$ cat src/rtl/wb_regfile_fwd_if.sv
`default_nettype none
// ============================================================================
// Module   : wb_regfile_fwd_if
// Purpose  : Writeback request/acknowledge bus between the writeback stage
//            (master) and the pending-write register file (slave).
// Signals  : wb_req  - writeback request valid (master -> slave)
//            wb_ack  - slave can accept this cycle (slave -> master)
//            wb_we   - transfer carries a register write (0 = bubble)
//            wb_addr - destination register
//            wb_data - write data
// Revision : 1.0 - initial release
// ============================================================================
interface wb_regfile_fwd_if #(
  parameter int ADDR_W = 4,
  parameter int DATA_W = 16
);
  logic              wb_req;
  logic              wb_ack;
  logic              wb_we;
  logic [ADDR_W-1:0] wb_addr;
  logic [DATA_W-1:0] wb_data;

  modport master (output wb_req, output wb_we, output wb_addr, output wb_data,
                  input  wb_ack);
  modport slave  (input  wb_req, input  wb_we, input  wb_addr, input  wb_data,
                  output wb_ack);
endinterface
`default_nettype wire

$ cat src/rtl/wb_regfile_fwd.sv
`default_nettype none
// ============================================================================
// Module   : wb_regfile_fwd
// Purpose  : Writeback buffer + register file. Writeback results arrive over
//            a req/ack bus into a DEPTH-entry in-order buffer that drains one
//            entry per cycle into a NUM_REGS x DATA_W array. Two combinational
//            read ports, optionally forwarding from entries not yet drained.
// Ports    : clk, reset           - clock, synchronous active-high reset
//            wb (slave modport)   - writeback req/ack/we/addr/data
//            wr_stall             - array write port busy, hold the drain
//            rd_addr_a/rd_data_a  - read port A
//            rd_addr_b/rd_data_b  - read port B
//            fifo_level, busy     - pending entry count, level != 0
// Revision : 1.0 - initial release
// ============================================================================
module wb_regfile_fwd #(
  parameter  int DATA_W   = 16,
  parameter  int NUM_REGS = 16,
  parameter  int DEPTH    = 4,
  parameter  int ZERO_REG = 1,
  parameter  int FWD_EN   = 1,
  localparam int ADDR_W   = $clog2(NUM_REGS),
  localparam int LVL_W    = $clog2(DEPTH + 1)
) (
  input  wire logic              clk,
  input  wire logic              reset,
  wb_regfile_fwd_if.slave        wb,
  input  wire logic              wr_stall,
  input  wire logic [ADDR_W-1:0] rd_addr_a,
  output logic      [DATA_W-1:0] rd_data_a,
  input  wire logic [ADDR_W-1:0] rd_addr_b,
  output logic      [DATA_W-1:0] rd_data_b,
  output logic      [LVL_W-1:0]  fifo_level,
  output logic                   busy
);

  localparam int                PTR_W      = (DEPTH > 1) ? $clog2(DEPTH) : 1;
  localparam logic [PTR_W-1:0]  C_PTR_LAST = PTR_W'(DEPTH - 1);
  localparam logic [LVL_W-1:0]  C_LVL_FULL = LVL_W'(DEPTH);

  logic [DATA_W-1:0] r_mem    [NUM_REGS];
  logic [ADDR_W-1:0] r_q_addr [DEPTH];
  logic [DATA_W-1:0] r_q_data [DEPTH];
  logic [PTR_W-1:0]  r_head;
  logic [PTR_W-1:0]  r_tail;
  logic [LVL_W-1:0]  r_level;

  logic w_full;
  logic w_ack;
  logic w_zero_dst;
  logic w_push;
  logic w_pop;

  // No pass-through: a full buffer refuses even when it drains this cycle.
  assign w_full     = (r_level == C_LVL_FULL);
  assign w_ack      = !w_full && !reset;
  assign wb.wb_ack  = w_ack;
  assign w_zero_dst = (ZERO_REG != 0) && (wb.wb_addr == '0);
  // Bubbles and writes to the hardwired zero register complete without a slot.
  assign w_push     = wb.wb_req && w_ack && wb.wb_we && !w_zero_dst;
  assign w_pop      = (r_level != '0) && !wr_stall;

  assign fifo_level = r_level;
  assign busy       = (r_level != '0);

  function automatic logic [PTR_W-1:0] f_next_ptr(input logic [PTR_W-1:0] p);
    return (p == C_PTR_LAST) ? '0 : p + 1'b1;
  endfunction

  always_ff @(posedge clk) begin
    if (reset) begin
      for (int i = 0; i < NUM_REGS; i++) r_mem[i] <= '0;
      r_head  <= '0;
      r_tail  <= '0;
      r_level <= '0;
    end else begin
      if (w_pop) begin
        r_mem[r_q_addr[r_head]] <= r_q_data[r_head];
        r_head                  <= f_next_ptr(r_head);
      end
      if (w_push) begin
        r_q_addr[r_tail] <= wb.wb_addr;
        r_q_data[r_tail] <= wb.wb_data;
        r_tail           <= f_next_ptr(r_tail);
      end
      if (w_push && !w_pop)
        r_level <= r_level + 1'b1;
      else if (!w_push && w_pop)
        r_level <= r_level - 1'b1;
    end
  end

  // Walk the pending entries oldest to youngest so the last match wins,
  // giving the youngest pending write to the address.
  function automatic logic [DATA_W-1:0] f_read(input logic [ADDR_W-1:0] a);
    logic [DATA_W-1:0] v;
    int                k;
    v = r_mem[a];
    if (FWD_EN != 0) begin
      for (int i = 0; i < DEPTH; i++) begin
        k = int'(r_head) + i;
        if (k >= DEPTH) k = k - DEPTH;
        if ((i < int'(r_level)) && (r_q_addr[PTR_W'(k)] == a))
          v = r_q_data[PTR_W'(k)];
      end
    end
    if ((ZERO_REG != 0) && (a == '0)) v = '0;
    return v;
  endfunction

  always_comb begin
    rd_data_a = f_read(rd_addr_a);
    rd_data_b = f_read(rd_addr_b);
  end

endmodule
`default_nettype wire

$ cat src/flat_wrapper.sv
// flat-port wrapper written by rule: the top's interface ports become plain ports
module wb_regfile_fwd_flat 
#(
  parameter  int DATA_W   = 16,
  parameter  int NUM_REGS = 16,
  parameter  int DEPTH    = 4,
  parameter  int ZERO_REG = 1,
  parameter  int FWD_EN   = 1,
  localparam int ADDR_W   = $clog2(NUM_REGS),
  localparam int LVL_W    = $clog2(DEPTH + 1)
)
  (clk, reset, wr_stall, rd_addr_a, rd_data_a, rd_addr_b, rd_data_b, fifo_level, busy, wb_wb_req, wb_wb_we, wb_wb_addr, wb_wb_data, wb_wb_ack);
  wb_regfile_fwd_if #(.ADDR_W(4), .DATA_W(DATA_W)) wb_i ();
  input  wire logic clk;
  input  wire logic reset;
  input  wire logic wr_stall;
  input  wire logic [ADDR_W-1:0] rd_addr_a;
  output logic      [DATA_W-1:0] rd_data_a;
  input  wire logic [ADDR_W-1:0] rd_addr_b;
  output logic      [DATA_W-1:0] rd_data_b;
  output logic      [LVL_W-1:0] fifo_level;
  output logic busy;
  input wire logic [$bits(wb_i.wb_req)-1:0] wb_wb_req;
  input wire logic [$bits(wb_i.wb_we)-1:0] wb_wb_we;
  input wire logic [$bits(wb_i.wb_addr)-1:0] wb_wb_addr;
  input wire logic [$bits(wb_i.wb_data)-1:0] wb_wb_data;
  output wire logic [$bits(wb_i.wb_ack)-1:0] wb_wb_ack;
  assign wb_i.wb_req = wb_wb_req;
  assign wb_i.wb_we = wb_wb_we;
  assign wb_i.wb_addr = wb_wb_addr;
  assign wb_i.wb_data = wb_wb_data;
  assign wb_wb_ack = wb_i.wb_ack;
  wb_regfile_fwd #(.DATA_W(DATA_W), .NUM_REGS(NUM_REGS), .DEPTH(DEPTH), .ZERO_REG(ZERO_REG), .FWD_EN(FWD_EN)) u_core (.clk(clk), .reset(reset), .wb(wb_i), .wr_stall(wr_stall), .rd_addr_a(rd_addr_a), .rd_data_a(rd_data_a), .rd_addr_b(rd_addr_b), .rd_data_b(rd_data_b), .fifo_level(fifo_level), .busy(busy));
endmodule
$ cat config.mk
export PLATFORM = sky130hd
export DESIGN_NAME = wb_regfile_fwd_flat
export DESIGN_NICKNAME = d
export VERILOG_FILES = /design/src/rtl/wb_regfile_fwd_if.sv /design/src/rtl/wb_regfile_fwd.sv /design/src/flat_wrapper.sv
export SDC_FILE = /design/constraint.sdc
export NUM_CORES = 1
export LEC_CHECK = 0
export CELL_PAD_IN_SITES_DETAIL_PLACEMENT = 0
export CELL_PAD_IN_SITES_GLOBAL_PLACEMENT = 1
export CORE_MARGIN = 2
export CORE_UTILIZATION = 44
export CTS_CLUSTER_DIAMETER = 40
export DETAILED_ROUTE_END_ITERATION = 6
export PLACE_DENSITY_LB_ADDON = 0.12
export SYNTH_ARGS = -nofsm -noshare
export SYNTH_HDL_FRONTEND = slang
export SYNTH_SLANG_ARGS = --single-unit
export TNS_END_PERCENT = 5
$ cat constraint.sdc
create_clock -name clk -period 8.7 [get_ports clk]
set_input_delay 0.87 -clock clk [delete_from_list [all_inputs] [get_ports clk]]
set_output_delay 0.87 -clock clk [all_outputs]
set_load 0.02 [all_outputs]
==> Word level (Yosys, flattened, before mapping) <==
Memories as Yosys holds them, arrays and structs flattened. A register that Yosys moved wholly into a read port is not among the register bits.
Cells that the tools add are included.
W data, S select, Z words.
{ "totals": {"output_inout_bits": 37, "latchBits": 0, "in_bits": 33, "n_memories": 3, "ram_bits": 336, "rom_bits": 0, "elab_cells": 96, "register_bits": 7} }
{ "op_classes": {"order_cmp": 8, "n_reduce_logical": 27, "mul": 0, "shift": 0, "addsub": 11, "div": 0, "eq_ne": 11, "bitwise": 0, "n_mux": 33} }
{ "mem_list": {"columns": ["name", "words", "word_bits", "rd", "rd_ports_with_merged_regs", "write_ports", "line_no", "rtl"], "rows": [
  ["u_core.r_mem", 16, 16, 2, 0, 16, "wb_regfile_fwd.sv:41", "logic [DATA_W-1:0] r_mem [NUM_REGS];"],
  ["u_core.r_q_data", 4, 16, 5, 1, 1, "wb_regfile_fwd.sv:43", "logic [DATA_W-1:0] r_q_data [DEPTH];"],
  ["u_core.r_q_addr", 4, 4, 5, 1, 1, "wb_regfile_fwd.sv:42", "logic [ADDR_W-1:0] r_q_addr [DEPTH];"]
]} }
{ "op_table": {"columns": ["cell", "count"], "rows": [
  ["$mux W16", 11],
  ["$eq A4 B4 Y1", 8],
  ["$mux W2", 10],
  ["$reduce_or A16 Y1", 1],
  ["$logic_and A1 B1 Y1", 15],
  ["$logic_not A4 Y1", 3],
  ["$ge A3 B3 Y1 const B", 3],
  ["$mux W1", 9],
  ["$sub A2 B1 Y2 const B", 4],
  ["$add A2 B2 Y3 const B", 2],
  ["$logic_not A1 Y1", 6],
  ["$lt A1 B3 Y1 const A", 2],
  ["$lt A2 B3 Y1 const A", 2],
  ["$mux W3", 2],
  ["$add A2 B1 Y2 const B", 2],
  ["$eq A2 B2 Y1 const B", 2],
  ["$mux W4", 1],
  ["$add A2 B1 Y3 const B", 1],
  ["$add A3 B1 Y3 const B", 1],
  ["$eq A3 B3 Y1 const B", 1],
  ["$ge A2 B3 Y1 const B", 1],
  ["$reduce_bool A3 Y1", 1],
  ["$sub A3 B1 Y3 const B", 1],
  ["$reduce_bool A2 Y1", 1]
]} }

==> Logic depth before layout (Yosys ltp) <==
{ "depth": {"ltp_word": 10, "depth_mapped": 12} }

==> Worst setup path before layout <==
No wires, ideal clock.
{ "synth_path": {"kind": "in2out", "startpoint": "input port rd_addr_a[0]", "endpoint": "output port rd_data_a[14]", "n_path_buf": 3, "t_arrival_ps": 3031, "setup_slack_ps": 4799, "path_stages": 8, "path_cell_list": "buf_2 > buf_2 > buf_2 > mux4_2 > mux4_2 > nand2_1 > o211ai_1 > and3_1"} }
{ "synth_between": {"elab_chain_len": 7} }
{ "synth_lines": {"columns": ["element", "line_no", "rtl"], "rows": [
  ["from (decl)", "flat_wrapper.sv:17", "input wire logic [ADDR_W-1:0] rd_addr_a;"],
  ["parallel branches: the longest is 6 deep, another holds $mem_v2 Z16 W16", null, null],
  ["$mux W16 (*)", "wb_regfile_fwd.sv:107", "if ((ZERO_REG != 0) && (a == '0)) v = '0;"],
  ["to (decl)", "flat_wrapper.sv:18", "output logic [DATA_W-1:0] rd_data_a;"]
]} }
Every way passes the cells marked *.

==> Worst setup path after layout <==
{ "layout_path": {"startpoint": "register u_core.r_head[0]", "endpoint": "output port rd_data_a[6]"} }
{ "layout_between": {"elab_chain_len": 10} }
{ "layout_lines": {"columns": ["element", "line_no", "rtl"], "rows": [
  ["from (decl)", "wb_regfile_fwd.sv:44", "logic [PTR_W-1:0] r_head;"],
  ["from (signal assigned)", "wb_regfile_fwd.sv:79", "r_head <= f_next_ptr(r_head);"],
  ["$add A2 B1 Y3, or another cell as far along", "wb_regfile_fwd.sv:101", "k = int'(r_head) + i;"],
  ["$ge A3 B3 Y1, or another cell as far along", "wb_regfile_fwd.sv:102", "if (k >= DEPTH) k = k - DEPTH;"],
  ["$mux W2 / $mem_v2 Z4 W4 (equally long branches)", null, null],
  ["$mem_v2 Z4 W4 / $eq A4 B4 Y1 (equally long branches)", null, null],
  ["$eq A4 B4 Y1 / $logic_and A1 B1 Y1 (equally long branches)", "wb_regfile_fwd.sv:103", "if ((i < int'(r_level)) && (r_q_addr[PTR_W'(k)] == a))"],
  ["$logic_and A1 B1 Y1 / $mux W16 (equally long branches)", "wb_regfile_fwd.sv:103", null],
  ["$mux W16 (2 in series)", "wb_regfile_fwd.sv:103", null],
  ["$mux W16 (*)", "wb_regfile_fwd.sv:103", null],
  ["$mux W16 (*)", "wb_regfile_fwd.sv:107", null]
]} }
Every way passes the cells marked *; elsewhere a longest branch is shown, timed or not.

==> metrics.cfg <==
[run_status]
status=finished clean

[global_route]
antenna_found_initial=0
grt_pass1_vias=13745
grt_max_degree=49
grt_pass1_wl_mm=89.8
grt_use_total_pct=26.2
overflow=0

[placed_design]
port_buffers=69
dp.cells=2076
gp_congestion=0.833
placed_area_um2=21000
place_ws_ns=3.15
place.detailed.hpwl_mm=39.3

[timing]
maxSlewViolCount=0
layout_setup_ws_ns=2.50
finalSetupTns_ns=0
period_needed_ns=6.20
fin_worst_skew_ns=0.0261
finalHoldViolations=0
hold_slack_ns=0.557
worst_pin_slew_ns=1.25
rsz0062_at_grt=no
fmax_mhz=161
setup_viol_count_final=0
fin_crit_sh_pct=71.2
slew-limit-headroom_pct=16.5

[power_and_ir_drop]
p_leak_nw=7.93
powerDensity_nw_per_um2=269
ir_drop_mv=0.166

[critical_path]
worst_setup_path_start_kind=flop
slowest_stage=nor3_4
crit_fanout=29
rr_worst_depth=5
setup.worst_path.end=rd_data_a[6]
cp-startpoint=u_core.r_head[0]
r2r_slack_ns=4.31
path_class=reg -> out
worst_ep_arrival_time_ns=5.33
critPathMaxStageDelay_ns=0.93
path_cells=ha_1 -> buf_4 -> mux4_2 -> xnor2_1 -> nand2_1 -> nor3_4 -> and3b_1 -> a21oi_1 -> and3_1 -> clkdlybuf4s50_1
critPathRequiredTime_ns=7.83
r2r_end=u_core.r_mem[2][7]
worstSetupEndpointType=primary output

[cells_and_area]
final_nets=1584
drive_gt1_share_pct=23.3
num_antenna_cells=0
syn2layout_area_growth_pct=16.2
final_cells=2179
finalInstanceArea_um2=23000

[detailed_routing]
route.detailed.drc=0
vias=13459
drt_wl_total_mm=60.4
via_per_inst=6.18
drtAntennaViolNets=0
first_pass_iters=7
avgRoutedWirePerCell_um=27.7
drt_iter0_drc=1303

[synthesis]
ys_async_sr_fraction_pct=0
synth-xor-area-share_pct=1.76
ys_warn_count=0
syn-num-nets=1545
yosys-top-cells-area=edfxtp_1 51%, mux4_2 20%, nor2_1 5.7%, mux2i_1 3.1%, mux2_2 1.8%
yosys.area.top_type=edfxtp_1
yosysTopAreaCellShare_pct=51.0
synthSimpleGateAreaFrac_pct=11.2
synth-edff-count=336
synth_top_family_by_area=multiplexers
synthAdderAreaFrac_pct=0.633
yosysMostFrequentCell=edfxtp_1
synth_cell_types=59
synth_compound_area_share_pct=6.46
synthMuxAreaShare_pct=24.7
syn_area_per_cell_um2=13.2
ys_ff_latch=345
synth_top_flop_cell=edfxtp_1
ys_seq_area_share_pct=51.9
synthTopCellsByCount=336 x edfxtp_1, 298 x nor2_1, 173 x mux4_2
synthCells=1502
syn_area_um2=19800

[flow_run]
maxCapViolCount=0

[floorplanning]
num_io_pins=70
start_util_pct=44.6
die_area_um2=46600
core-area_um2=44300
die_h_um=216
rows=77
die_x_um=216

[clock_tree]
cts_hold_buf=0
ctsResizeCount=0
cts_tree=yes
cts_setup_buffers=0
clock_sinks=345
clk_pin_slew_ns=0.05
htreeDepth=2
clockBufferDepth=3
cts_made_buffers=55
cts_root_buffer=clkbuf_16
clkLatencyLatePin_ns=0.62

[min_path]
hp-class=reg -> reg

## registers in the layout, indices dropped and copies added, names as in the netlist, named ones only
name,count
u_core.r_mem,256
u_core.r_q_data,64
u_core.r_q_addr,16
u_core.r_head,2
u_core.fifo_level,3
u_core.r_tail,2
## kinds of logic (layout without fill, tap and decap cells)
logic type | Yosys count | count (layout)
adders and majority gates | 10 | 10
and+or+nand+nor | 512 | 512
AOI/OAI and AO/OA | 184 | 184
DFF | 345 | 345
xor gates and xnor gates | 38 | 38
buffers and inverters | 146 | 231
muxes | 267 | 267
## per-stage QoR
stage	utilization, %	total power, W
6_report	51.8	0.00619
2_1_floorplan	-	0.00321
3_3_place_gp	47.3	0.00383
3_5_place_dp	47.3	0.00384
5_1_grt	51.8	0.00642
4_1_cts	51.8	0.00623
## per-layer routing
layer / global-route usage, % / routed length (um)
met5: 0 / 0
met4: 7.60 / 1400
met3: 4.31 / 3870
met2: 43.2 / 29900
met1: 36.0 / 25200
## layout by cell type (no fill, tap or decap), drive strengths merged, types with 5 or more instances in the layout
| cell type | n |
|---|---|
| a221oi | 25 |
| o31ai | 18 |
| nand2b | 19 |
| clkbuf | 61 |
| mux4 | 173 |
| edfxtp | 336 |
| dfxtp | 9 |
| nand2 | 93 |
| xnor2 | 25 |
| ha | 10 |
| o21ai | 43 |
| a211o | 7 |
| mux2i | 63 |
| and2 | 20 |
| o311ai | 7 |
| buf | 54 |
| clkinvlp | 8 |
| clkdlybuf4s50 | 64 |
| a21oi | 34 |
| a211oi | 13 |
| xor2 | 13 |
| nor4 | 8 |
| inv | 14 |
| and3 | 12 |
| bufinv | 11 |
| clkinv | 19 |
| o211ai | 9 |
| a22o | 17 |
| nor3 | 38 |
| nor2b | 5 |
| mux2 | 31 |
| nor2 | 300 |
## how the worst min path moves through the flow
stage / startpoint / endpoint / slack, ns / cells past startpoint
after global placement: u_core.r_tail[1] / u_core.r_tail[1] / 0.55 / 2
after floorplan: u_core.r_tail[1] / u_core.r_tail[1] / 0.51 / 2
after CTS: u_core.r_tail[1] / u_core.r_tail[1] / 0.57 / 2
after global routing: u_core.r_tail[1] / u_core.r_tail[1] / 0.64 / 2
after detailed placement: u_core.r_tail[1] / u_core.r_tail[1] / 0.56 / 2
final: u_core.r_tail[1] / u_core.r_tail[1] / 0.56 / 2
## power by group
part | internal, W | total [W] | switching [W]
logic | 0.000684 | 0.00180 | 0.00112
registers | 0.00192 | 0.00201 | 0.0000884
clock network | 0.00153 | 0.00238 | 0.000852
total | 0.00413 | 0.00619 | 0.00206
## critical path: cells and delay by family (launching register included)
kind | cells | cell delay [ns]
and+or+nand+nor | 4 | 1.75
xor gates and xnor gates | 1 | 0.15
AOI/OAI and AO/OA | 1 | 0.19
adders and majority gates | 1 | 0.73
buffers and inverters | 2 | 1.05
muxes | 1 | 0.37
DFF | 1 | 0.45
## layout make-up
cell class                 instances  area, um2
inverter                          10       37.5
multi-input combinational       1011       8860
timing repair buffer             118       1040
tap                              592        741
clock buffer                      61       1430
clock inverter                    42        587
fill                            3781      21300
sequential                       345      10300
No activity file was read; power rests on OpenSTA's default activity.
